$ cat config.mk
export PLATFORM = sky130hd
export DESIGN_NAME = rom_port_arbiter_flat
export DESIGN_NICKNAME = d
export VERILOG_FILES = /design/src/rtl/rom_port_arbiter_pkg.sv /design/src/rtl/rom_port_arbiter_if.sv /design/src/rtl/rom_port_arbiter.sv /design/src/flat_wrapper.sv
export SDC_FILE = /design/constraint.sdc
export NUM_CORES = 1
export LEC_CHECK = 0
export CAP_MARGIN = 20
export CORE_MARGIN = 2
export CORE_UTILIZATION = 37
export DETAILED_ROUTE_END_ITERATION = 10
export PLACE_DENSITY = 0.93
export SYNTH_ARGS = -nofsm -noshare
export SYNTH_HDL_FRONTEND = slang
export SYNTH_SLANG_ARGS = --single-unit
$ cat constraint.sdc
create_clock -name clk -period 3.7 [get_ports clk]
set_input_delay 0.555 -clock clk [delete_from_list [all_inputs] [get_ports clk]]
set_output_delay 0.555 -clock clk [all_outputs]
set_load 0.03 [all_outputs]
$ cat src/rtl/rom_port_arbiter_pkg.sv
// Shared widths, constants and bus types for the instruction ROM port arbiter.
package rom_port_arbiter_pkg;

  localparam int unsigned INST_ADDR_W = 32;
  localparam int unsigned INST_W      = 32;
  localparam int unsigned STREAK_W    = 3;

  localparam int unsigned DM_STREAK_MAX_DEFAULT = 3;

  typedef logic [INST_ADDR_W-1:0] inst_addr_t;
  typedef logic [INST_W-1:0]      inst_t;
  typedef logic [STREAK_W-1:0]    streak_t;

  localparam inst_t      ZERO_WORD    = INST_W'(0);
  localparam inst_addr_t ZERO_ADDR    = INST_ADDR_W'(0);
  localparam logic       CHIP_ENABLE  = 1'b1;
  localparam logic       CHIP_DISABLE = 1'b0;
  localparam logic       STOP         = 1'b1;
  localparam logic       NO_STOP      = 1'b0;

endpackage : rom_port_arbiter_pkg

$ cat src/rtl/rom_port_arbiter_if.sv
// Requester, ctrl and inst_rom signals seen by the ROM port arbiter.
interface rom_port_arbiter_if;
  import rom_port_arbiter_pkg::*;

  // IF stage fetch side
  logic       if_ce;
  inst_addr_t if_pc;
  inst_t      if_inst;
  logic       if_valid;

  // MEM stage code-space read side
  logic       dm_req;
  inst_addr_t dm_addr;
  logic       dm_gnt;
  inst_t      dm_rdata;
  logic       dm_ack;

  // ctrl side
  logic       flush;
  logic       stallreq_if;

  // inst_rom side
  logic       rom_ce;
  inst_addr_t rom_addr;
  inst_t      rom_inst;

  // Arbiter view
  modport slave (
    input  if_ce, if_pc, dm_req, dm_addr, flush, rom_inst,
    output if_inst, if_valid, dm_gnt, dm_rdata, dm_ack, stallreq_if,
           rom_ce, rom_addr
  );

  // Requester / ROM / ctrl view
  modport master (
    output if_ce, if_pc, dm_req, dm_addr, flush, rom_inst,
    input  if_inst, if_valid, dm_gnt, dm_rdata, dm_ack, stallreq_if,
           rom_ce, rom_addr
  );

endinterface : rom_port_arbiter_if

$ cat src/rtl/rom_port_arbiter.sv
// Shares the inst_rom read port between IF fetch and MEM code-space reads.
// MEM has priority; a saturating streak counter forces an IF grant after
// DM_STREAK_MAX back-to-back MEM wins so fetch cannot starve.
module rom_port_arbiter
  import rom_port_arbiter_pkg::*;
#(
  parameter int unsigned DM_STREAK_MAX = DM_STREAK_MAX_DEFAULT
) (
  input  logic              clk,
  input  logic              rst,
  rom_port_arbiter_if.slave bus
);

  localparam streak_t STREAK_SAT = STREAK_W'(DM_STREAK_MAX);

  streak_t streak;
  streak_t streak_nxt;
  logic    grant_dm;
  logic    grant_if;

  // Grant decision; everything is forced idle while reset is held
  always_comb begin
    grant_dm = 1'b0;
    grant_if = 1'b0;
    if (!rst) begin
      grant_dm = bus.dm_req && !(bus.if_ce && (streak == STREAK_SAT));
      grant_if = bus.if_ce && !grant_dm;
    end
  end

  // ROM port drive, MEM grant and IF stall request
  always_comb begin
    bus.rom_ce      = CHIP_DISABLE;
    bus.rom_addr    = ZERO_ADDR;
    bus.dm_gnt      = grant_dm;
    bus.stallreq_if = NO_STOP;
    if (grant_dm) begin
      bus.rom_ce   = CHIP_ENABLE;
      bus.rom_addr = bus.dm_addr;
    end else if (grant_if) begin
      bus.rom_ce   = CHIP_ENABLE;
      bus.rom_addr = bus.if_pc;
    end
    if (!rst && bus.if_ce && !grant_if) begin
      bus.stallreq_if = STOP;
    end
  end

  // Streak counts MEM wins while IF is waiting; any other cycle clears it
  always_comb begin
    streak_nxt = '0;
    if (grant_dm && bus.if_ce) begin
      streak_nxt = (streak == STREAK_SAT) ? streak : streak + STREAK_W'(1);
    end
  end

  // Streak register
  always_ff @(posedge clk or posedge rst) begin
    if (rst) begin
      streak <= '0;
    end else begin
      streak <= streak_nxt;
    end
  end

  // IF capture; flush drops the word fetched on this edge
  always_ff @(posedge clk or posedge rst) begin
    if (rst) begin
      bus.if_inst  <= ZERO_WORD;
      bus.if_valid <= 1'b0;
    end else begin
      bus.if_valid <= grant_if && !bus.flush;
      if (grant_if) begin
        bus.if_inst <= bus.flush ? ZERO_WORD : bus.rom_inst;
      end
    end
  end

  // MEM capture; unaffected by flush
  always_ff @(posedge clk or posedge rst) begin
    if (rst) begin
      bus.dm_rdata <= ZERO_WORD;
      bus.dm_ack   <= 1'b0;
    end else begin
      bus.dm_ack <= grant_dm;
      if (grant_dm) begin
        bus.dm_rdata <= bus.rom_inst;
      end
    end
  end

endmodule : rom_port_arbiter

$ cat src/flat_wrapper.sv
// flat-port wrapper written by rule: the top's interface ports become plain ports
module rom_port_arbiter_flat import rom_port_arbiter_pkg::*;
#(
  parameter int unsigned DM_STREAK_MAX = DM_STREAK_MAX_DEFAULT
)
  (clk, rst, bus_if_ce, bus_if_pc, bus_dm_req, bus_dm_addr, bus_flush, bus_rom_inst, bus_if_inst, bus_if_valid, bus_dm_gnt, bus_dm_rdata, bus_dm_ack, bus_stallreq_if, bus_rom_ce, bus_rom_addr);
  rom_port_arbiter_if bus_i ();
  input  logic clk;
  input  logic rst;
  input wire logic [$bits(bus_i.if_ce)-1:0] bus_if_ce;
  input wire logic [$bits(bus_i.if_pc)-1:0] bus_if_pc;
  input wire logic [$bits(bus_i.dm_req)-1:0] bus_dm_req;
  input wire logic [$bits(bus_i.dm_addr)-1:0] bus_dm_addr;
  input wire logic [$bits(bus_i.flush)-1:0] bus_flush;
  input wire logic [$bits(bus_i.rom_inst)-1:0] bus_rom_inst;
  output wire logic [$bits(bus_i.if_inst)-1:0] bus_if_inst;
  output wire logic [$bits(bus_i.if_valid)-1:0] bus_if_valid;
  output wire logic [$bits(bus_i.dm_gnt)-1:0] bus_dm_gnt;
  output wire logic [$bits(bus_i.dm_rdata)-1:0] bus_dm_rdata;
  output wire logic [$bits(bus_i.dm_ack)-1:0] bus_dm_ack;
  output wire logic [$bits(bus_i.stallreq_if)-1:0] bus_stallreq_if;
  output wire logic [$bits(bus_i.rom_ce)-1:0] bus_rom_ce;
  output wire logic [$bits(bus_i.rom_addr)-1:0] bus_rom_addr;
  assign bus_i.if_ce = bus_if_ce;
  assign bus_i.if_pc = bus_if_pc;
  assign bus_i.dm_req = bus_dm_req;
  assign bus_i.dm_addr = bus_dm_addr;
  assign bus_i.flush = bus_flush;
  assign bus_i.rom_inst = bus_rom_inst;
  assign bus_if_inst = bus_i.if_inst;
  assign bus_if_valid = bus_i.if_valid;
  assign bus_dm_gnt = bus_i.dm_gnt;
  assign bus_dm_rdata = bus_i.dm_rdata;
  assign bus_dm_ack = bus_i.dm_ack;
  assign bus_stallreq_if = bus_i.stallreq_if;
  assign bus_rom_ce = bus_i.rom_ce;
  assign bus_rom_addr = bus_i.rom_addr;
  rom_port_arbiter #(.DM_STREAK_MAX(DM_STREAK_MAX)) u_core (.clk(clk), .rst(rst), .bus(bus_i));
endmodule
; ---- After elaboration in Yosys (flattened, before gate mapping)
; Cells that the tools add are included.
[totals]
regBits = 69
latchBits = 0
mem_bits_rw = 0
rom_bits = 0
input_bits = 101
output_inout_bits = 101
elab_cells = 30
memories = 0
[classes]
addsub = 1
n_mul = 0
n_div = 0
n_lt_le_gt_ge = 0
n_eq_ne = 2
shifts = 0
mux = 10
bitwise = 0
n_reduce_logical = 12
[op_table]
columns = op, count
row1 = 2-to-1 mux 32 bit, 3
row2 = logical AND 1 bit, 7
row3 = 2-to-1 mux 3 bit, 2
row4 = logical NOT 1 bit, 5
row5 = 2-to-1 mux 1 bit, 5
row6 = "adder 3 x 1 -> 3 bit, second input constant", 1
row7 = "== test 3 x 2 -> 1 bit, second input constant", 1
row8 = "!= test 2 bit, second input constant", 1

; ---- Longest topological paths before layout
; Gate-level depths: netlist (run 1).
[depth]
word_depth = 10
depth_mapped = 7
ltp_nobuf = 5

; ---- Least setup slack after synthesis (run 1)
; No wires, ideal clock.
[synth_path]
path_type = input to output
start = input port rst
end = output port bus_rom_addr[22]
arrival_time_ns = 3.154
required_time_ns = 3.145
path_slack_ns = -0.009
path_stages = 5
path_buffers = 2
cell_sequence = inv_1 -> and3_1 -> buf_4 -> buf_2 -> a22o_1
[synth_via]
elab_cells_between_ends = 4
cone_classes = mux: 4
[synth_lines]
columns = item, line_no
row1 = from (decl), flat_wrapper.sv:9  ; input logic rst;
row2 = 2-to-1 mux 1 bit, rom_port_arbiter.sv:25  ; if (!rst) begin
row3 = named net bus_dm_gnt, flat_wrapper.sv:18  ; output wire logic [$bits(bus_i.dm_gnt)-1:0] bus_dm_gnt;
row4 = 2-to-1 mux 32 bit, rom_port_arbiter.sv:37  ; if (grant_dm) begin
row5 = to (decl), flat_wrapper.sv:23  ; output wire logic [$bits(bus_i.rom_addr)-1:0] bus_rom_addr;
; The timed path passes the listed nets, and every way through them passes these cells.

; ---- Worst setup path in the final report (run 1)
[layout_path]
start = register u_core.streak[0]
end = output port bus_rom_addr[28]
[layout_via]
elab_chain_len = 9
elab_cells_between_ends = 10
cone_classes = eq/ne: 1 / mux: 4 / reduce/logical: 5
[layout_rtl]
columns = item, line_no
row1 = from (decl), rom_port_arbiter.sv:16  ; streak_t streak;
row2 = from (signal assigned), rom_port_arbiter.sv:62  ; streak <= streak_nxt;
row3 = == test 3 x 2 -> 1 bit (*), rom_port_arbiter.sv:26  ; grant_dm = bus.dm_req && !(bus.if_ce && (streak == STREAK_SAT));
row4 = logical AND 1 bit (*), rom_port_arbiter.sv:26
row5 = logical NOT 1 bit (*), rom_port_arbiter.sv:26
row6 = logical AND 1 bit (*), rom_port_arbiter.sv:26
row7 = logical NOT 1 bit, rom_port_arbiter.sv:27  ; grant_if = bus.if_ce && !grant_dm;
row8 = logical AND 1 bit, rom_port_arbiter.sv:27
row9 = 2-to-1 mux 1 bit, rom_port_arbiter.sv:25
row10 = 2-to-1 mux 32 bit, rom_port_arbiter.sv:40  ; end else if (grant_if) begin
row11 = 2-to-1 mux 32 bit (*), rom_port_arbiter.sv:37
; Every way passes the cells marked *; elsewhere a longest branch is shown, timed or not.

==> results of run 1 <==
worst max-delay path, cell delays in order (launching register included):
cell,delay [ns]
dfrtp_1,0.39
ha_1,0.20
ha_1,0.22
nand2_1,0.08
and3_2,0.66
a22o_1,0.26
clkdlybuf4s50_1,0.68
sequential cells by signal, summed over array words and instances, names as in the netlist:
name	cells
u_core.bus.dm_rdata	32
u_core.bus.if_inst	32
u_core.streak	3
u_core.bus.dm_ack	1
u_core.bus.if_valid	1
worst paths after layout:
check,start,endpoint,cells after the start
max,u_core.streak[0],bus_rom_addr[28],6
min,u_core.streak[0],u_core.streak[0],1
max reg2reg,u_core.streak[0],u_core.bus.dm_rdata[26],6
min reg2reg,u_core.streak[0],u_core.streak[0],1
max in group asynchronous,rst,u_core.bus.if_inst[20],3
min in group asynchronous,rst,u_core.streak[2],3
layout by cell type (no fill, tap or decap), drive strengths merged:
cell,instances
clkdlybuf4s50,187
dfrtp,69
inv,35
o21ai,32
o41ai,32
a22o,32
mux2,32
buf,21
clkbuf,10
nor2,5
nand2,2
clkinvlp,2
ha,2
clkinv,2
bufinv,2
nor2b,2
and3,2
diode,1
nand2b,1
nor3,1
layout make-up:
class	count	area (um^2)
sequential	69	1730
antenna	1	2.50
clock inverter	6	86.3
tap	105	131
fill	627	2830
inverter	35	135
multi-input combinational	143	1180
timing repair buffer	208	2030
clock buffer	10	128
Yosys cell counts, types with 2 or more instances:
library cell | count | share of area
a22o_1 | 32 | 0.088
mux2_2 | 15 | 0.053
nor2_1 | 4 | 0.0047
nor2b_1 | 2 | 0.0039
buf_2 | 13 | 0.021
clkbuf_1 | 12 | 0.014
nand2_1 | 2 | 0.0024
buf_6 | 2 | 0.0071
o41ai_1 | 32 | 0.088
ha_1 | 2 | 0.0079
o21ai_0 | 32 | 0.051
and3_1 | 2 | 0.0039
mux2_1 | 17 | 0.060
dfrtp_1 | 69 | 0.54
inv_1 | 35 | 0.041
stage by stage:
step	cell area (um^2)	hold WS, ns	worst slack (ns)
3_3_place_gp	5200	0.420	0.523
5_1_grt	5430	0.472	0.171
3_5_place_dp	5200	0.431	0.365
2_1_floorplan	3170	0.410	0.464
6_report	5430	0.438	0.309
4_1_cts	5410	0.442	0.269
per-layer routing:
metal | track usage | routed length [um] | vias up
li1 | - | - | 1396
met1 | 0.237 | 4020 | 1434
met2 | 0.402 | 5640 | 135
met3 | 0.0667 | 1060 | 17
met4 | 0.109 | 216 | 0
met5 | 0 | 0 | -
power by group through the flow:
stage | clock network (uW) | logic [uW] | registers (uW)
after global routing | 717 | 852 | 912
final | 669 | 812 | 901
after CTS | 688 | 818 | 902
after floorplan | 0 | 213 | 1110
after detailed placement | 0 | 814 | 915
after global placement | 0 | 798 | 908
kinds of logic (layout without fill, tap and decap cells):
family	count (synthesis)	count (layout)
buffers and inverters	63	259
adders and majority gates	2	2
other	0	1
and+or+nand+nor	13	13
muxes	32	32
DFF	69	69
AOI/OAI and AO/OA	96	96
==> results.py, run 1 <==
metrics = {
    "clocking": {
        "htreeDepth": 3,
        "cts_tree": "done",
        "cts_num_sinks": 69,
        "insertion_delay_ns": 0.33,
        "cts_hold_buf": 0,
        "clockRootBuffer": "clkbuf_8",
        "cts_resized": 0,
        "cts_buffers": 9,
        "clk_path_buf_depth": 2,
        "clk_pin_slew_ns": 0.08,
        "post_cts_buffers": 0,
    },
    "setup_path": {
        "worstSetupPathType": "reg2out",
        "cp-end-kind": "output pin",
        "start_kind": "flip-flop",
        "worstPathArrival_ns": 2.84,
        "path_max_fanout": 33,
        "r2r_setup_slack_ns": 1.25,
        "required_ns": 3.14,
    },
    "floorplan": {
        "io_pins": 202,
        "initial_utilization": 0.384,
        "fp.dieH_um": 96.6,
        "die_x_um": 96.6,
        "core_area_mm2": 0.00826,
        "die-area_mm2": 0.00932,
        "rows": 33,
    },
    "synthesis": {
        "ys_seq_area_frac": 0.545,
        "synth_seq_cells": 69,
        "synth_compound_area_frac": 0.227,
        "synth-xor-area-share": 0,
        "ys_async_sr_fraction": 1.00,
        "yosys.area_share.simple": 0.0205,
        "ys_dominant_reg_cell": "dfrtp_1",
        "synth_area_per_cell_um2": 11.5,
        "synth_top_family_by_area": "compound AO/OA/AOI/OAI gates",
        "ys_types": 19,
        "syn_nets": 378,
        "syn_area_mm2": 0.00317,
        "synth_fa_ha_area_frac": 0.00790,
        "synth_edf_count": 0,
        "ys_warn_count": 0,
        "yosys-mux-area-fraction": 0.114,
        "netlist_instances": 275,
    },
    "timing": {
        "fin_crit_ns": 3.39,
        "hold_viol_final": 0,
        "finalCritPeriodShare": 0.916,
        "rsz0062_at_grt": "false",
        "worst_clock_skew_ns": 0.00871,
        "final_max_slew_viol_count": 0,
        "finalSetupViolations": 0,
        "setup_tns_ns": 0,
        "slew_headroom": 0.414,
        "timing.fmax_mhz": 295,
        "worst_pin_slew_ns": 0.878,
    },
    "hold_path": {
        "hold_class": "reg2reg",
    },
    "layout": {
        "drive_gt1_frac": 0.119,
        "final_cells": 577,
        "fin_nets": 569,
        "fin_util": 0.657,
        "area_growth_pct": 71.2,
    },
    "global_routing": {
        "grt_pass1_wl_um": 15400,
        "grt_max_degree": 70,
        "grtUsageTotal": 0.223,
        "antenna_found_initial": 1,
        "grt_pass1_vias": 3000,
        "grt-ovfl-total": 0,
    },
    "pwr": {
        "switching_share": 0.326,
        "power.switching_uw": 777,
        "powerDensity_mw_per_mm2": 439,
        "power_uw": 2380,
        "p_seq_frac": 0.378,
        "power.share.clock": 0.281,
        "p_leak_uw": 0.00236,
        "combPwrFrac": 0.341,
        "ir_drop_v": 0.000299,
        "intPower_uw": 1610,
    },
    "drt": {
        "num_vias": 2982,
        "firstDrtPassIters": 4,
        "drt_iter0_drc": 81,
        "routed_wl_um": 10900,
        "wl_per_cell_um": 18.9,
        "vias_per_cell": 5.17,
        "antenna_left": 0,
        "drc": 0,
    },
    "placement": {
        "hpwl_um": 8040,
        "port_buffers": 201,
        "place_inst": 559,
        "gp_congestion": 0.708,
    },
    "run": {
        "cap_violations": 0,
    },
    "run_status": {
        "status": "finished clean",
    },
}
Note: power is estimated with default switching activity, not from simulation.
==> inputs of run 2 (changes only) <==
--- a/config.mk
+++ b/config.mk
@@ -6,7 +6,6 @@
 export NUM_CORES = 1
 export LEC_CHECK = 0
 export CAP_MARGIN = 20
-export CORE_MARGIN = 2
 export CORE_UTILIZATION = 37
 export DETAILED_ROUTE_END_ITERATION = 10
 export PLACE_DENSITY = 0.93
==> run 2 against run 1 <==
Effect of this change:
- design area decreased by 0.53%
- largest power group unchanged
- sequential power about the same
- global-route usage up 1.7 points
==> results.py, run 2 (synthesis gave the netlist of run 1 again) <==
metrics = {
    "placement": {
        "port_buffers": 201,
        "place_inst": 560,
        "hpwl_um": 8090,
        "gp_congestion": 0.788,
        "placed_area_mm2": 0.00521,
    },
    "timing": {
        "fin_crit_ns": 3.25,
        "hold_viol_final": 0,
        "finalCritPeriodShare": 0.878,
        "rsz0062_at_grt": "false",
        "final_max_slew_viol_count": 0,
        "setup_tns_ns": 0,
        "worst_clock_skew_ns": 0.00802,
        "slew_headroom": 0.418,
        "finalSetupViolations": 0,
        "timing.fmax_mhz": 308,
        "worst_pin_slew_ns": 0.872,
    },
    "drt": {
        "vias_per_cell": 5.21,
        "wl_per_cell_um": 18.9,
        "drt_iter0_drc": 101,
        "routed_wl_um": 10900,
        "firstDrtPassIters": 4,
        "num_vias": 3008,
        "antenna_left": 0,
        "drc": 0,
    },
    "setup_path": {
        "path_cells": "ha_1 > ha_1 > nand2_1 > and3_2 > a22o_1 > clkdlybuf4s50_1",
        "cp-end-kind": "output pin",
        "worstPathArrival_ns": 2.69,
        "worstSetupPathType": "reg2out",
        "crit_top_cell": "ha_1",
        "critical_path.top_delay_family": "buffers and inverters",
        "startpoint": "u_core.streak[0]",
        "start_kind": "flip-flop",
        "r2r_setup_slack_ns": 1.34,
        "reg2reg_from": "u_core.streak[0]",
        "crit_slowest_cell": "clkdlybuf4s50_1",
        "cp-endpoint": "bus_rom_addr[3]",
        "required_ns": 3.14,
        "max_stage_delay_ns": 0.69,
        "crit_buf_inv": 1,
        "path_max_fanout": 25,
        "crit_cells": 6,
        "r2r-end": "u_core.bus.dm_rdata[23]",
        "r2r_cells": 6,
    },
    "floorplan": {
        "die-area_mm2": 0.00894,
        "fp.dieH_um": 94.6,
        "io_pins": 202,
        "rows": 33,
        "die_x_um": 94.6,
        "initial_utilization": 0.384,
        "core_area_mm2": 0.00826,
    },
    "pwr": {
        "combPwrFrac": 0.362,
        "p_seq_frac": 0.402,
        "ir_drop_v": 0.000262,
        "p_leak_uw": 0.00234,
        "intPower_uw": 1480,
        "power.share.clock": 0.236,
        "powerDensity_mw_per_mm2": 416,
        "power.switching_uw": 761,
        "switching_share": 0.339,
    },
    "global_routing": {
        "grtUsageTotal": 0.240,
        "grt_max_degree": 70,
        "grt_pass1_vias": 3066,
        "grt_pass1_wl_um": 16000,
        "antenna_found_initial": 1,
        "grt-ovfl-total": 0,
    },
    "layout": {
        "drive_gt1_frac": 0.113,
        "reg_top3": "u_core.bus.dm_rdata: 32 flops, u_core.bus.if_inst: 32 flops, u_core.streak: 3 flops",
        "final_cell_mix": "clkdlybuf4s50_1, dfrtp_1, inv_1",
        "fillers": 648,
        "fin_area_mm2": 0.00540,
        "fin_nets": 570,
        "final_cells": 577,
        "area_growth_pct": 70.3,
        "final_common_cell": "clkdlybuf4s50_1",
    },
    "hold_path": {
        "hold_class": "reg2reg",
        "whs_path_depth": 1,
    },
    "clocking": {
        "insertion_delay_ns": 0.33,
        "clockRootBuffer": "clkbuf_8",
        "cts_tree": "done",
        "clk_path_buf_depth": 2,
        "cts_hold_buf": 0,
        "clk_pin_slew_ns": 0.07,
        "cts_buffers": 9,
        "post_cts_buffers": 0,
        "cts_num_sinks": 69,
        "htreeDepth": 3,
        "cts_resized": 0,
    },
    "run": {
        "cap_violations": 0,
    },
    "run_status": {
        "status": "finished clean",
    },
}
[run 2: cell count changes in the layout (fill, tap and decap cells not counted), sizes merged]
cell	before	now
clkbuf	10	11
inv	35	34
clkdlybuf4s50	187	190
buf	21	19
clkinvlp	2	3
bufinv	2	0
[run 2: area by class of cell]
| type | instances | area, um^2 | share of cell area |
|---|---|---|---|
| multi-input cells | 143 | 1180 | 0.219 |
| clock buffers | 11 | 141 | 0.0262 |
| repair buffers | 209 | 2050 | 0.380 |
| inverters | 35 | 135 | 0.0250 |
| well taps | 105 | 131 | 0.0243 |
| clock inverters | 4 | 25.0 | 0.00464 |
| flip-flops and latches | 69 | 1730 | 0.320 |
| diodes | 1 | 2.50 | 0.000464 |
[run 2: per-layer routing]
layer | share of wire | global-route usage | vias to the layer above
met5 | 0 | 0 | -
met4 | 0.035 | 0.116 | 0
met3 | 0.086 | 0.0668 | 20
met2 | 0.51 | 0.436 | 141
met1 | 0.37 | 0.255 | 1453
li1 | - | - | 1394
[run 2: worst min-delay path by stage]
stage / end / startpoint
final: u_core.streak[0] / u_core.streak[0]
after global routing: u_core.streak[0] / u_core.streak[0]
after CTS: u_core.streak[0] / u_core.streak[0]
after detailed placement: u_core.streak[0] / u_core.streak[0]
after global placement: u_core.streak[0] / u_core.streak[0]
after floorplan: u_core.streak[0] / u_core.streak[0]
[run 2: per-stage QoR]
step / hold WS (ns) / setup WS, ns / utilization / power [uW]
floorplan: 0.410 / 0.464 / - / 1320
global placement: 0.421 / 0.689 / 0.631 / 1710
detailed placement: 0.442 / 0.582 / 0.631 / 1730
CTS: 0.451 / 0.443 / 0.651 / 2270
global route: 0.464 / 0.361 / 0.653 / 2340
finish: 0.451 / 0.452 / 0.653 / 2240
[run 2: power groups by stage]
stage	Sequential (uW)	Combinational, uW	Clock [uW]
3_5_place_dp	917	812	0
4_1_cts	903	816	547
3_3_place_gp	908	799	0
2_1_floorplan	1110	213	0
5_1_grt	913	852	575
6_report	902	812	530
